$ cat config.mk
export PLATFORM = sky130hd
export DESIGN_NAME = mem_port_arbiter
export DESIGN_NICKNAME = d
export VERILOG_FILES = /design/src/rtl/mem_port_arbiter.sv
export SDC_FILE = /design/constraint.sdc
export NUM_CORES = 1
export LEC_CHECK = 0
export ABC_AREA = 0
export CORE_MARGIN = 2
export CORE_UTILIZATION = 43
export DETAILED_ROUTE_END_ITERATION = 8
export GPL_TIMING_DRIVEN = 0
export PLACE_DENSITY = 0.94
export SLEW_MARGIN = 5
export SYNTH_ARGS = -nofsm -noshare
export SYNTH_HDL_FRONTEND = slang
export SYNTH_SLANG_ARGS = --single-unit
$ cat constraint.sdc
create_clock -name clk -period 2.55 [get_ports clk]
set_input_delay 0.765 -clock clk [delete_from_list [all_inputs] [get_ports clk]]
set_output_delay 0.765 -clock clk [all_outputs]
set_load 0.05 [all_outputs]
$ cat src/rtl/mem_port_arbiter.sv
`default_nettype none
// ============================================================================
// Module   : mem_port_arbiter
// Purpose  : Shares one downstream memory port between the instruction port
//            (A, read-only) and the data port (B, read/write), one request at
//            a time, with alternating priority under contention.
// Revision : 1.0 - initial release
// ============================================================================
module mem_port_arbiter #(
    parameter int ADDR_WIDTH = 32,
    parameter int DATA_WIDTH = 32
) (
    input  logic                    clk,
    input  logic                    rst,

    input  logic                    read_a,
    input  logic [ADDR_WIDTH-1:0]   address_a,
    output logic [DATA_WIDTH-1:0]   rdata_a,
    output logic                    resp_a,

    input  logic                    read_b,
    input  logic                    write_b,
    input  logic [DATA_WIDTH/8-1:0] wmask_b,
    input  logic [ADDR_WIDTH-1:0]   address_b,
    input  logic [DATA_WIDTH-1:0]   wdata_b,
    output logic [DATA_WIDTH-1:0]   rdata_b,
    output logic                    resp_b,

    output logic                    pmem_read,
    output logic                    pmem_write,
    output logic [ADDR_WIDTH-1:0]   pmem_address,
    output logic [DATA_WIDTH-1:0]   pmem_wdata,
    output logic [DATA_WIDTH/8-1:0] pmem_wmask,
    input  logic [DATA_WIDTH-1:0]   pmem_rdata,
    input  logic                    pmem_resp
);

    localparam int MASK_W = DATA_WIDTH / 8;

    typedef enum logic [2:0] {
        S_IDLE   = 3'd0,
        S_BUSY_A = 3'd1,
        S_BUSY_B = 3'd2,
        S_DONE_A = 3'd3,
        S_DONE_B = 3'd4
    } state_t;

    state_t                  r_state;
    logic                    r_last_b;
    logic                    r_pmem_read;
    logic                    r_pmem_write;
    logic [ADDR_WIDTH-1:0]   r_pmem_address;
    logic [DATA_WIDTH-1:0]   r_pmem_wdata;
    logic [MASK_W-1:0]       r_pmem_wmask;
    logic [DATA_WIDTH-1:0]   r_rdata_a;
    logic [DATA_WIDTH-1:0]   r_rdata_b;
    logic                    r_resp_a;
    logic                    r_resp_b;

    logic                    w_req_b;
    logic                    w_grant_b;
    logic                    w_grant_a;

    // B wins ties unless it won the previous grant, giving strict alternation.
    assign w_req_b   = read_b | write_b;
    assign w_grant_b = w_req_b & (~read_a | ~r_last_b);
    assign w_grant_a = read_a & ~w_grant_b;

    always_ff @(posedge clk) begin
        if (rst) begin
            r_state        <= S_IDLE;
            r_last_b       <= 1'b0;
            r_pmem_read    <= 1'b0;
            r_pmem_write   <= 1'b0;
            r_pmem_address <= '0;
            r_pmem_wdata   <= '0;
            r_pmem_wmask   <= '0;
            r_rdata_a      <= '0;
            r_rdata_b      <= '0;
            r_resp_a       <= 1'b0;
            r_resp_b       <= 1'b0;
        end else begin
            r_resp_a <= 1'b0;
            r_resp_b <= 1'b0;
            case (r_state)
                S_IDLE: begin
                    if (w_grant_b) begin
                        r_pmem_address <= address_b;
                        r_pmem_wdata   <= wdata_b;
                        r_pmem_wmask   <= wmask_b;
                        // A simultaneous read+write request is served as a write.
                        r_pmem_write   <= write_b;
                        r_pmem_read    <= ~write_b;
                        r_last_b       <= 1'b1;
                        r_state        <= S_BUSY_B;
                    end else if (w_grant_a) begin
                        r_pmem_address <= address_a;
                        r_pmem_wdata   <= '0;
                        r_pmem_wmask   <= '0;
                        r_pmem_write   <= 1'b0;
                        r_pmem_read    <= 1'b1;
                        r_last_b       <= 1'b0;
                        r_state        <= S_BUSY_A;
                    end
                end
                S_BUSY_A: begin
                    if (pmem_resp) begin
                        r_rdata_a    <= pmem_rdata;
                        r_pmem_read  <= 1'b0;
                        r_pmem_write <= 1'b0;
                        r_resp_a     <= 1'b1;
                        r_state      <= S_DONE_A;
                    end
                end
                S_BUSY_B: begin
                    if (pmem_resp) begin
                        // Writes leave the load-data register untouched.
                        if (r_pmem_read) begin
                            r_rdata_b <= pmem_rdata;
                        end
                        r_pmem_read  <= 1'b0;
                        r_pmem_write <= 1'b0;
                        r_resp_b     <= 1'b1;
                        r_state      <= S_DONE_B;
                    end
                end
                S_DONE_A: r_state <= S_IDLE;
                S_DONE_B: r_state <= S_IDLE;
                default:  r_state <= S_IDLE;
            endcase
        end
    end

    assign rdata_a      = r_rdata_a;
    assign resp_a       = r_resp_a;
    assign rdata_b      = r_rdata_b;
    assign resp_b       = r_resp_b;
    assign pmem_read    = r_pmem_read;
    assign pmem_write   = r_pmem_write;
    assign pmem_address = r_pmem_address;
    assign pmem_wdata   = r_pmem_wdata;
    assign pmem_wmask   = r_pmem_wmask;

endmodule
`default_nettype wire

==> impl_metrics.ini, run 1 <==
[power]
seq_power_share_pct = 35.3
power_switching_w = 0.002174
vdd_ir_drop_max_mv = 0.5566
sw_frac_of_total_pct = 31.41
power_density_nw_per_um2 = 766.4
p_leak_nw = 3.147
combPwrFrac_pct = 26.1
clkPwrFrac_pct = 38.5
internal-power_w = 0.004747

[logic_synthesis]
async_flop_share_pct = 0
syn_area_per_cell_um2 = 8.035
syn_nets = 816
synth_top_area_share_pct = 51.45
synth.yosys.seq_area_share_pct = 51.45
yosys_warnings = 0
syn-cell-area_um2 = 5448
synthMostInstantiatedCell = dfxtp_1
yosysUniqueCellTypes = 33
yosys_register_bits = 140
synthTopCellsByCount = dfxtp_1 (140), a21oi_1 (136), nand2_1 (129), nand3_1 (69), o21ai_0 (66)
syn_inst = 678
yosys_most_used_dff = dfxtp_1
synth-edff-count = 0
yosys-top-cells-area = dfxtp_1 (51%), a21oi_1 (12%), nand2_1 (8.9%)
synth_area_leader_cell = dfxtp_1

[setup_path]
path_buf_inv = 1
critPathArrivalTime_ns = 1.72
cp_max_fo = 5
reg2reg_to = pmem_address[28]
required_ns = 1.79
cpMaxStageDelayCell = clkdlybuf4s50_1
r2r_setup_slack_ns = 0.59
crit_chain = clkdlybuf4s50_1
startpoint_type = register
path_depth = 1
cp_top_family = buffers and inverters
crit_path_end_kind = output port
reg2reg_depth = 5
crit_path_max_incr_delay_ns = 0.88
crit_path_end = pmem_read
critical_path_class = reg -> out
worstSetupStartpoint = pmem_read
r2r_start = r_state[2]

[floorplan]
fp.dieW_um = 116.6
pin_count = 274
initial_core_util_pct = 43.52
die-area_um2 = 13590
rows = 41
coreArea_um2 = 12520
die_h_um = 116.6

[timing]
finalSetupViolations = 0
finalWorstSetupSlack_ns = 0.06776
rsz0062_at_grt = false
finClkSkew_ns = 0.01216
min_period_ns = 2.482
slew_violations = 0
tightestPinTransition_ns = 0.5838
finalCritPeriodShare_pct = 97.34
fmax_mhz = 402.9
slew_headroom_pct = 60.96
finalHoldViolCount = 0

[place]
io_buffers = 272
dp_slack_ns = -0.2486
place_congestion = 0.8987
dp_hpwl_mm = 14.37
dp.cells = 1122

[drt]
dr.pass1.iters = 5
drtIter0Drc = 640
finalWirelength_mm = 20.14
vias = 6356
ant_nets = 0
viasPerCell = 5.508
drc = 0
routedWlPerCell_um = 17.45

[global_routing]
overflow = 0
grt_max_degree = 17
grt_pass1_wl_mm = 30.48
grt_pass1_vias = 6112
groute.usage.overall_pct = 28.86
grt_antenna_before_repair = 0

[cts]
cts.path.max_buffers = 2
htree_levels = 4
clock_latency_ns = 0.42
cts_hold_buf = 0
cts_resized = 0
cts-buffers-inserted = 17
cts_tree = built
cts_root_buf = clkbuf_16
clock_sinks = 140
postCtsSetupRepairBufs = 0
clkTransAtPathRegs_ns = 0.06

[layout]
fillers = 913
syn2layout_area_growth_pct = 65.78
nNetsFinal = 1107
antenna_cells = 0
drive_gt1_share_pct = 4.684
utilization_pct = 72.15
layout.cells.non_filler = 1154

[job]
maxCapViolations = 0

[worst_hold_path]
hp-class = reg -> reg
min_from = rdata_a[1]
min_path_cells = 2

[run_status]
status = complete, no violations
-- layout by cell type (no fill, tap or decap), types with 2 or more instances in the layout --
cell type | Yosys | layout
nand2b_1 | 2 | 2
clkdlybuf4s50_1 | 0 | 272
clkinv_2 | 0 | 2
nor2_1 | 3 | 3
nand3_1 | 69 | 69
clkbuf_8 | 0 | 4
buf_2 | 11 | 11
nand2_1 | 129 | 129
a21oi_1 | 136 | 136
o21ai_0 | 66 | 66
o21ai_1 | 4 | 4
clkbuf_16 | 0 | 17
dfxtp_1 | 140 | 140
buf_6 | 2 | 2
clkinvlp_4 | 0 | 3
inv_1 | 2 | 2
bufinv_16 | 0 | 4
clkbuf_1 | 60 | 61
nor3_1 | 3 | 3
a311oi_1 | 32 | 32
-- cell type report --
cell class              count  area, um^2  area share (%)
repair buffers            272        2723           30.15
clock inverters            10       161.4           1.787
well taps                 172       215.2           2.383
plain buffers              73       302.8           3.353
flip-flops and latches    140        2803           31.03
clock buffers              22       484.2           5.362
multi-input cells         463        2335           25.85
inverters                   2       7.507         0.08313
-- logic make-up after synthesis --
family,count (synthesis),share of synthesized area [%]
DFF,140,51.45
and+or+nand+nor,218,17.73
AOI/OAI and AO/OA,245,25.13
buffers and inverters,75,5.696
-- worst register-to-register path: cells and delay by family, from the launching register on --
family                 cells  cell delay [ns]
buffers and inverters      2             0.60
AND/OR/NAND/NOR            1             0.51
AO/OA/AOI/OAI              2             0.44
flip-flops                 1             0.30
-- power by group through the flow --
stage | sequential (W) | clock, W | combinational [W]
detailed placement | 0.00249 | 0 | 0.00179
CTS | 0.00244 | 0.00269 | 0.00180
floorplan | 0.00303 | 0 | 0.000517
finish | 0.00245 | 0.00267 | 0.00181
global placement | 0.00248 | 0 | 0.00176
global route | 0.00246 | 0.00281 | 0.00191
-- flip-flops by register name, indices dropped and copies added, names as in the netlist --
signal and count:
pmem_wdata 32, r_state 3, rdata_a 32, resp_a 1, r_last_b 1, pmem_write 1
pmem_read 1, pmem_address 32, rdata_b 32, pmem_wmask 4, resp_b 1
-- through the flow --
step	cell area [um^2]	power (W)	hold slack (ns)	setup TNS [ns]
6_report	9031	0.006922	0.4537	0
2_1_floorplan	5448	0.003548	0.4779	0
3_5_place_dp	8386	0.004276	0.4461	-9.205
4_1_cts	9031	0.006937	0.4542	0
5_1_grt	9031	0.007184	0.4738	0
3_3_place_gp	8386	0.004245	0.4413	-6.115
-- worst min-delay path by stage --
stage / to / slack, ns
CTS: rdata_a[4] / 0.45
global placement: rdata_a[4] / 0.44
detailed placement: rdata_a[4] / 0.45
global route: rdata_a[23] / 0.47
finish: rdata_a[1] / 0.45
floorplan: r_last_b / 0.48
-- layer usage --
layer / track usage (%) / vias to the layer above / routed length, um
met2: 48.95 / 313 / 9761
met3: 11.78 / 63 / 2060
met4: 14.59 / 0 / 806
met5: 0 / - / 0
met1: 31.13 / 3001 / 7507
li1: - / 2979 / -
No activity file was read; power rests on OpenSTA's default activity.
==> run 2, diff against run 1 <==
- HOLD_SLACK_MARGIN: default -> 0.02
==> results of run 2 <==
Final layout, timing and power as in run 1 (identical DEF).
==> run 3, diff against run 2 <==
- CORE_UTILIZATION: 43 -> 40
- PLACE_DENSITY: 0.94 -> 0.89
- clock period: 2.55 -> 2.6 ns (I/O delays scaled with it)
==> run 3 against run 2 <==
Effect of this change:
- combinational power down 2%
- non-clock buffer count is the same
- count of clock-buffer cells in the layout decreased by 3
- final area shrank 0.73%
- first-iteration DRC count is 29% lower
- worst setup slack gained 0.028 ns
- utilization is 4.7 points lower
- clock power down 13%
- largest cell class unchanged
==> impl_metrics.ini, run 3 (synthesis gave the netlist of run 1 again) <==
[setup_path]
cp_top_family = buffers and inverters
startpoint_type = register
cpMaxStageDelayCell = clkdlybuf4s50_1
reg2reg_depth = 5
cp_max_fo = 5
crit_path_end_kind = output port
path_depth = 1
critical_path_class = reg -> out
crit_chain = clkdlybuf4s50_1
crit_path_max_incr_delay_ns = 0.89
required_ns = 1.82
critPathArrivalTime_ns = 1.72
path_buf_inv = 1

[layout]
utilization_pct = 67.43
fin_area_um2 = 8965
syn2layout_area_growth_pct = 64.56
fillers = 1103
drive_gt1_share_pct = 4.791
antenna_cells = 0
layout_commonest_cell = clkdlybuf4s50_1
nNetsFinal = 1107
layout.cells.non_filler = 1157
final_cell_mix = clkdlybuf4s50_1 (272), dfxtp_1 (140), a21oi_1 (136)

[global_routing]
grt_pass1_wl_mm = 30.27
grt_max_degree = 17
overflow = 0
grt_antenna_before_repair = 0
grt_pass1_vias = 5866
groute.usage.overall_pct = 26.22

[cts]
cts_tree = built
clock_latency_ns = 0.42
htree_levels = 4
clkTransAtPathRegs_ns = 0.06
cts_root_buf = clkbuf_16
clock_sinks = 140
cts.path.max_buffers = 2
cts-buffers-inserted = 17

[timing]
finalHoldViolCount = 0
rsz0062_at_grt = true
finalWorstSetupSlack_ns = 0.09598
min_period_ns = 2.504
finalCritPeriodShare_pct = 96.31
tightestPinTransition_ns = 0.6886
slew_headroom_pct = 54.09
finClkSkew_ns = 0.01062
finalSetupViolations = 0
fmax_mhz = 399.4
slew_violations = 0
hold_slack_ns = 0.4526

[worst_hold_path]
hp-class = reg -> reg
min_path_cells = 2

[power]
seq_power_share_pct = 37.0
power_density_nw_per_um2 = 721.9
vdd_ir_drop_max_mv = 0.4443
clkPwrFrac_pct = 35.7
power_switching_w = 0.002154
combPwrFrac_pct = 27.3
p_leak_nw = 3.111
sw_frac_of_total_pct = 33.28
internal-power_w = 0.004318

[place]
dp.cells = 1126
io_buffers = 272
place_congestion = 0.8986
placed_cell_area_um2 = 8391
dp_hpwl_mm = 14.19
dp_slack_ns = -0.3255

[drt]
drtIter0Drc = 452
viasPerCell = 5.372
ant_nets = 0
routedWlPerCell_um = 16.78
dr.pass1.iters = 5
drc = 0
finalWirelength_mm = 19.41
vias = 6215

[floorplan]
initial_core_util_pct = 40.97
rows = 42
coreArea_um2 = 13300
fp.dieW_um = 120.7
die_h_um = 120.7
die-area_um2 = 14570
pin_count = 274

[job]
maxCapViolations = 0

[run_status]
status = complete, no violations
## run 3: final cells by class
class / count / area [um^2] / share of cell area (%)
clock buffers: 19 / 452.9 / 5.052
repair buffers: 272 / 2723 / 30.37
flip-flops and latches: 140 / 2803 / 31.26
well taps: 176 / 220.2 / 2.456
multi-input cells: 463 / 2341 / 26.11
inverters: 2 / 7.507 / 0.08374
clock inverters: 12 / 115.1 / 1.284
plain buffers: 73 / 302.8 / 3.378
## run 3: power groups by stage
stage	clock, W	sequential (W)	combinational (W)
after global routing	0.00245	0.00241	0.00187
after CTS	0.00234	0.00239	0.00176
after global placement	0	0.00243	0.00174
after floorplan	0	0.00297	0.000507
after detailed placement	0	0.00244	0.00176
final	0.00231	0.00239	0.00177
## run 3: per-stage QoR
step / TNS (ns) / power [W]
floorplan: 0 / 0.003480
global placement: -7.737 / 0.004172
detailed placement: -13.07 / 0.004193
CTS: 0 / 0.006499
global route: -0.03664 / 0.006728
finish: 0 / 0.006472
## run 3: repair_timing
| item | 4_1_cts | 5_1_grt |
|---|---|---|
| setup buffers | 0 | 0 |
| setup endpoints to repair | 0 | 17 |
| hold buffers | 0 | 0 |
| resized for setup | 0 | 1 |
| endpoints found under the hold margin | 0 | 0 |
## run 3: worst paths after layout
| check | start | endpoint | slack [ns] |
|---|---|---|---|
| worst min-delay path | rdata_a[3] | rdata_a[3] | 0.45 |
| worst max-delay path | pmem_read | pmem_read | 0.1 |
| worst max register to register | r_state[2] | pmem_address[22] | 0.63 |
| worst min register to register | rdata_a[3] | rdata_a[3] | 0.45 |
## run 3: metal layers
metal	vias up	wire length, um	GRT usage, %
li1	2982	-	-
met1	2908	7788	31.31
met2	279	9235	42.94
met3	46	1780	9.340
met4	0	605	10.47
met5	-	0	0
==> RTL edit 1: new RTL, settings of run 3 <==
Encoding of `state_t`: now one-hot (5 bits for 5 states).
--- a/src/rtl/mem_port_arbiter.sv
+++ b/src/rtl/mem_port_arbiter.sv
@@ -37,12 +37,12 @@
 
     localparam int MASK_W = DATA_WIDTH / 8;
 
-    typedef enum logic [2:0] {
-        S_IDLE   = 3'd0,
-        S_BUSY_A = 3'd1,
-        S_BUSY_B = 3'd2,
-        S_DONE_A = 3'd3,
-        S_DONE_B = 3'd4
+    typedef enum logic [4:0] {
+        S_IDLE   = 5'b00001,
+        S_BUSY_A = 5'b00010,
+        S_BUSY_B = 5'b00100,
+        S_DONE_A = 5'b01000,
+        S_DONE_B = 5'b10000
     } state_t;
 
     state_t                  r_state;
Formal check against the unedited RTL: same outputs for any inputs over 4 cycles, from zero or initial values and one cycle with rst high; so few cycles prove little.
==> RTL edit 1 against run 3 <==
Global-route usage fell by 1.7 points; worst setup slack improved by 74 ps; sequential share of layout area rose by 1.4 points; design area fell by 3.0%; synthesized area fell by 6.8%; total power rose by 14%; via count fell by 15%; routed wire length fell by 13%; sequential cell count rose by 2; critical path type unchanged; critical endpoint unchanged; largest power group is now the clock network; highest routed layer unchanged.
==> RTL edit 1: results (changes against run 3) <==
status: "complete, no violations"
cts_htree_levels: 4  # unchanged
cp_slowest_cell: "clkdlybuf4s50_1"
reg2reg_depth: 6  # +1
hold_path.class: "reg -> reg"
fill_cells: 994  # -9.9%
grt_pass1_wl_um: 25700  # -15%
wl_um: 16900  # -13%
r2r_slack_ps: 540  # -90 ps
grtUsageTotal_pct: 24.5  # -1.7 points
hold_path_end: "rdata_b[30]"
worst_hold_startpoint: "rdata_b[30]"
synth_cells: 570  # -16%
crit_fanout: 5  # unchanged
seq_area_frac_synth_pct: 56.0  # +4.6 points
antennaDiodeCount: 0  # unchanged
grt_pass1_vias: 5204  # -11%
via_per_inst: 5.05  # -6.0%
r2r-end: "pmem_wdata[27]"
synthDistinctLibCells: 30  # -9.1%
syn2layout_area_growth_pct: 71.4
synth_nets: 708  # -13%
gp_congestion: 0.833  # -7.3%
slowest_delay_ps: 870  # -20 ps
post_cts.repair.setup_buffers: 0  # unchanged
ys_top_cells_by_area: "dfxtp_1, nand2_1, a22oi_1"
cp_data_arrival_time_ps: 1650  # -70 ps
tightest_slew_ps: 739  # +50.5 ps
drt-pass1-iter-count: 5  # unchanged
hold_path_depth: 2  # unchanged
synth_common_cells: "dfxtp_1, nand2_1, a21oi_1"
p_leak_uw: 0.00311  # about the same
reg2reg_from: "r_state[4]"
root_buffer: "clkbuf_16"
drtIter0Drc: 346  # -23%
stdcell_count: 1045  # -9.7%
peakVddDrop_uv: 638  # +44%
drive_above_1_share_pct: 5.50  # +0.71 points
clock_skew_ps: 5.72  # -4.90 ps
holdWs_ps: 450  # -2.66 ps
dp_hpwl_um: 12300  # -14%
clockBufferDepth: 2  # unchanged
-- RTL edit 1: changes by cell type after synthesis, sizes merged, moves of 32 or more --
cell	change
nor2	+53
o21ai	-69
a22oi	+57
a21oi	-70
a311oi	-32
nand3	-64
-- RTL edit 1: cell families after synthesis --
group | after synthesis | share of synthesized area, %
DFF | 142 | 56.0
muxes | 11 | 2.17
buffers and inverters | 48 | 4.02
AOI/OAI and AO/OA | 162 | 21.3
and+or+nand+nor | 207 | 16.5
-- RTL edit 1: routing by layer --
layer	share of wire [%]	routed length, µm	track usage, %	vias up
met5	0	0	0	-
met3	8.8	1480	8.41	30
met1	40	6670	27.3	2447
li1	-	-	-	2565
met4	2.3	387	9.10	0
met2	49	8330	43.4	234
-- RTL edit 1: worst max-delay path by stage --
stage                     startpoint             end  depth (start not counted)
after floorplan              write_b  pmem_wdata[11]                          6
after global placement       write_b  pmem_wdata[22]                          7
after detailed placement     write_b  pmem_wdata[11]                          7
after CTS                    write_b  pmem_wdata[27]                          7
after global routing         write_b  pmem_wdata[27]                          7
final                      pmem_read       pmem_read                          1
-- RTL edit 1: repair_timing --
action / CTS / global route
endpoints found under the hold margin: 0 / 0
cloned: 0 / 0
endpoints found under the setup margin: 1 / 11
gates resized for setup: 1 / 1
-- RTL edit 1: power by group --
part	leakage [µW]	switching, µW	total (µW)	internal, µW
logic	0.00164	1320	2110	789
registers	0.00116	129	2520	2390
clock network	0.000318	903	2740	1840
total	0.00311	2350	7380	5020
-- RTL edit 1: final cells by class --
type | instances | area share, %
buffer | 48 | 2.34
clock buffer | 20 | 5.25
clock inverter | 11 | 2.44
multi-input combinational | 380 | 23.5
sequential | 142 | 32.7
tap | 172 | 2.47
timing repair buffer | 272 | 31.3
-- RTL edit 1: through the flow --
step	TNS (ps)	util [%]	power [µW]	worst slack [ps]	instance area, µm²
4_1_cts	0	69.5	7410	73.0	8690
3_3_place_gp	-9650	64.0	4640	-374	8010
6_report	0	69.5	7380	170	8700
3_5_place_dp	-11170	64.0	4660	-407	8010
5_1_grt	0	69.5	7640	51.0	8700
2_1_floorplan	0	-	3840	672	5080
==> RTL edit 2: new RTL, config.mk and constraints of run 3 <==
Made on the original files. `ADDR_WIDTH`: 32 -> 48.
--- a/src/rtl/mem_port_arbiter.sv
+++ b/src/rtl/mem_port_arbiter.sv
@@ -7,7 +7,7 @@
 // Revision : 1.0 - initial release
 // ============================================================================
 module mem_port_arbiter #(
-    parameter int ADDR_WIDTH = 32,
+    parameter int ADDR_WIDTH = 48,
     parameter int DATA_WIDTH = 32
 ) (
     input  logic                    clk,
Ports: changed (resized address_a, address_b and pmem_address); port bits go from 274 to 322. The function was not compared with the original's and may differ.
==> RTL edit 2 against run 3 <==
Synthesized area is 15% higher; sequential cell count is 16 higher; synthesized cell count is 14% higher; first-iteration DRC count is 14% higher; clock skew is 2.6 ps lower; worst setup slack better by 57 ps; design area is 15% higher; routed wire length is 19% higher.
Power is not compared: it rests on default switching activity, and its combinational part moved more than twofold at a synthesized area within 25%.
==> RTL edit 2: results (changes against run 3) <==
status: "complete, no violations"
drive_above_1_share_pct: 6.68  # +1.9 points
finalCritPeriodShare_pct: 94.1  # -2.2 points
gp_congestion: 0.876  # -2.5%
reg2reg_from: "r_state[0]"
synth-xor-area-share_pct: 0.140  # +0.14 points
grt_pass1_vias: 6933  # +18%
placed_cell_area_um2: 9720  # +16%
place_ws_ps: -104  # +222 ps
worst_hold_startpoint: "rdata_a[1]"
grt_max_degree: 17  # unchanged
syn2layout_area_growth_pct: 64.7
crit_fanout: 2  # -3
cts_htree_levels: 4  # unchanged
synthAdderAreaFrac_pct: 0  # unchanged
synth_compound_area_share_pct: 25.6  # +0.46 points
async_flop_share_pct: 0  # unchanged
drt-pass1-iter-count: 5  # unchanged
cts_resized: 0  # unchanged
cp_slowest_cell: "clkdlybuf4s50_1"
yosysWarnings: 0  # unchanged
seq_area_frac_synth_pct: 50.0  # -1.5 points
port_buffers: 320  # +18%
synthDistinctLibCells: 30  # -9.1%
clkSlewWorstSetupHoldPaths_ps: 60  # about the same
clockBufferDepth: 2  # unchanged
holdWs_ps: 456  # +3.83 ps
drtIter0Drc: 514  # +14%
grt_antenna_before_repair: 0  # unchanged
vias: 7105  # +14%
clock_skew_ps: 7.97  # -2.64 ps
hold_buffers: 0  # unchanged
clock_latency_ps: 420  # about the same
slew_headroom_pct: 53.1  # -0.96 points
r2r_slack_ps: 760  # +130 ps
grtUsageTotal_pct: 27.0  # +0.76 points
slowest_delay_ps: 850  # -40 ps
cts_made_buffers: 17  # unchanged
post_cts.repair.setup_buffers: 0  # unchanged
dp_hpwl_um: 17300  # +22%
ys_top_cells_by_area: "dfxtp_1, a21oi_1, nand2_1"
synthMuxAreaShare_pct: 0.160  # +0.16 points
cp_data_arrival_time_ps: 1670  # -50 ps
synth_nets: 940  # +15%
post_drt_wl_per_cell_um: 17.3  # +3.3%
critPathTopFamily: "buffers and inverters"
root_buffer: "clkbuf_16"
fin_nets: 1279  # +16%
r2r-end: "pmem_read"
hold_path_end: "rdata_a[1]"
synth_common_cells: "nand2_1, dfxtp_1, a21oi_1"
peakVddDrop_uv: 588
reg2reg_depth: 5  # unchanged
hold_path.class: "reg -> reg"
fill_cells: 1229  # +11%
grt_pass1_wl_um: 35000  # +16%
hold_path_depth: 2  # unchanged
[RTL edit 2: cell families (layout without fill, tap and decap cells)]
family	count (synthesis)	in the layout
simple gates	249	249
xor+xnor	1	1
flops	156	156
compound gates	276	276
buf+inv	87	439
mux	1	1
[RTL edit 2: cell type report]
type,instances,share of cell area (%)
buffer,84,3.88
clock buffer,18,4.27
clock inverter,14,1.36
inverter,3,0.109
multi-input combinational,527,26.4
sequential,156,30.3
tap,211,2.56
timing repair buffer,320,31.1
[RTL edit 2: worst max-delay path by stage]
| stage | start | endpoint | depth (start not counted) |
|---|---|---|---|
| 6_report | pmem_address[43] | pmem_address[43] | 1 |
| 2_1_floorplan | write_b | pmem_address[10] | 6 |
| 3_5_place_dp | write_b | pmem_address[3] | 5 |
| 5_1_grt | pmem_address[42] | pmem_address[42] | 1 |
| 3_3_place_gp | write_b | pmem_address[1] | 5 |
| 4_1_cts | pmem_address[42] | pmem_address[42] | 1 |
[RTL edit 2: metal layers]
metal | vias up | track usage, % | share of wire (%)
li1 | 3405 | - | -
met3 | 64 | 6.90 | 7.4
met4 | 0 | 14.5 | 4.5
met5 | - | 0 | 0
met1 | 3285 | 30.3 | 39
met2 | 351 | 47.0 | 49
[RTL edit 2: power by group]
part / switching [µW] / leakage [µW] / internal (µW)
clock: 1020 / 0.000286 / 1440
sequential: 277 / 0.00128 / 2900
combinational: 3450 / 0.00211 / 1750
total: 4750 / 0.00368 / 6100
[RTL edit 2: stage by stage]
step | total power (µW) | instances
detailed placement | 8410 | 1301
CTS | 10900 | 1333
global route | 11300 | 1333
finish | 10800 | 1333
global placement | 8340 | 1301
floorplan | 6550 | 770
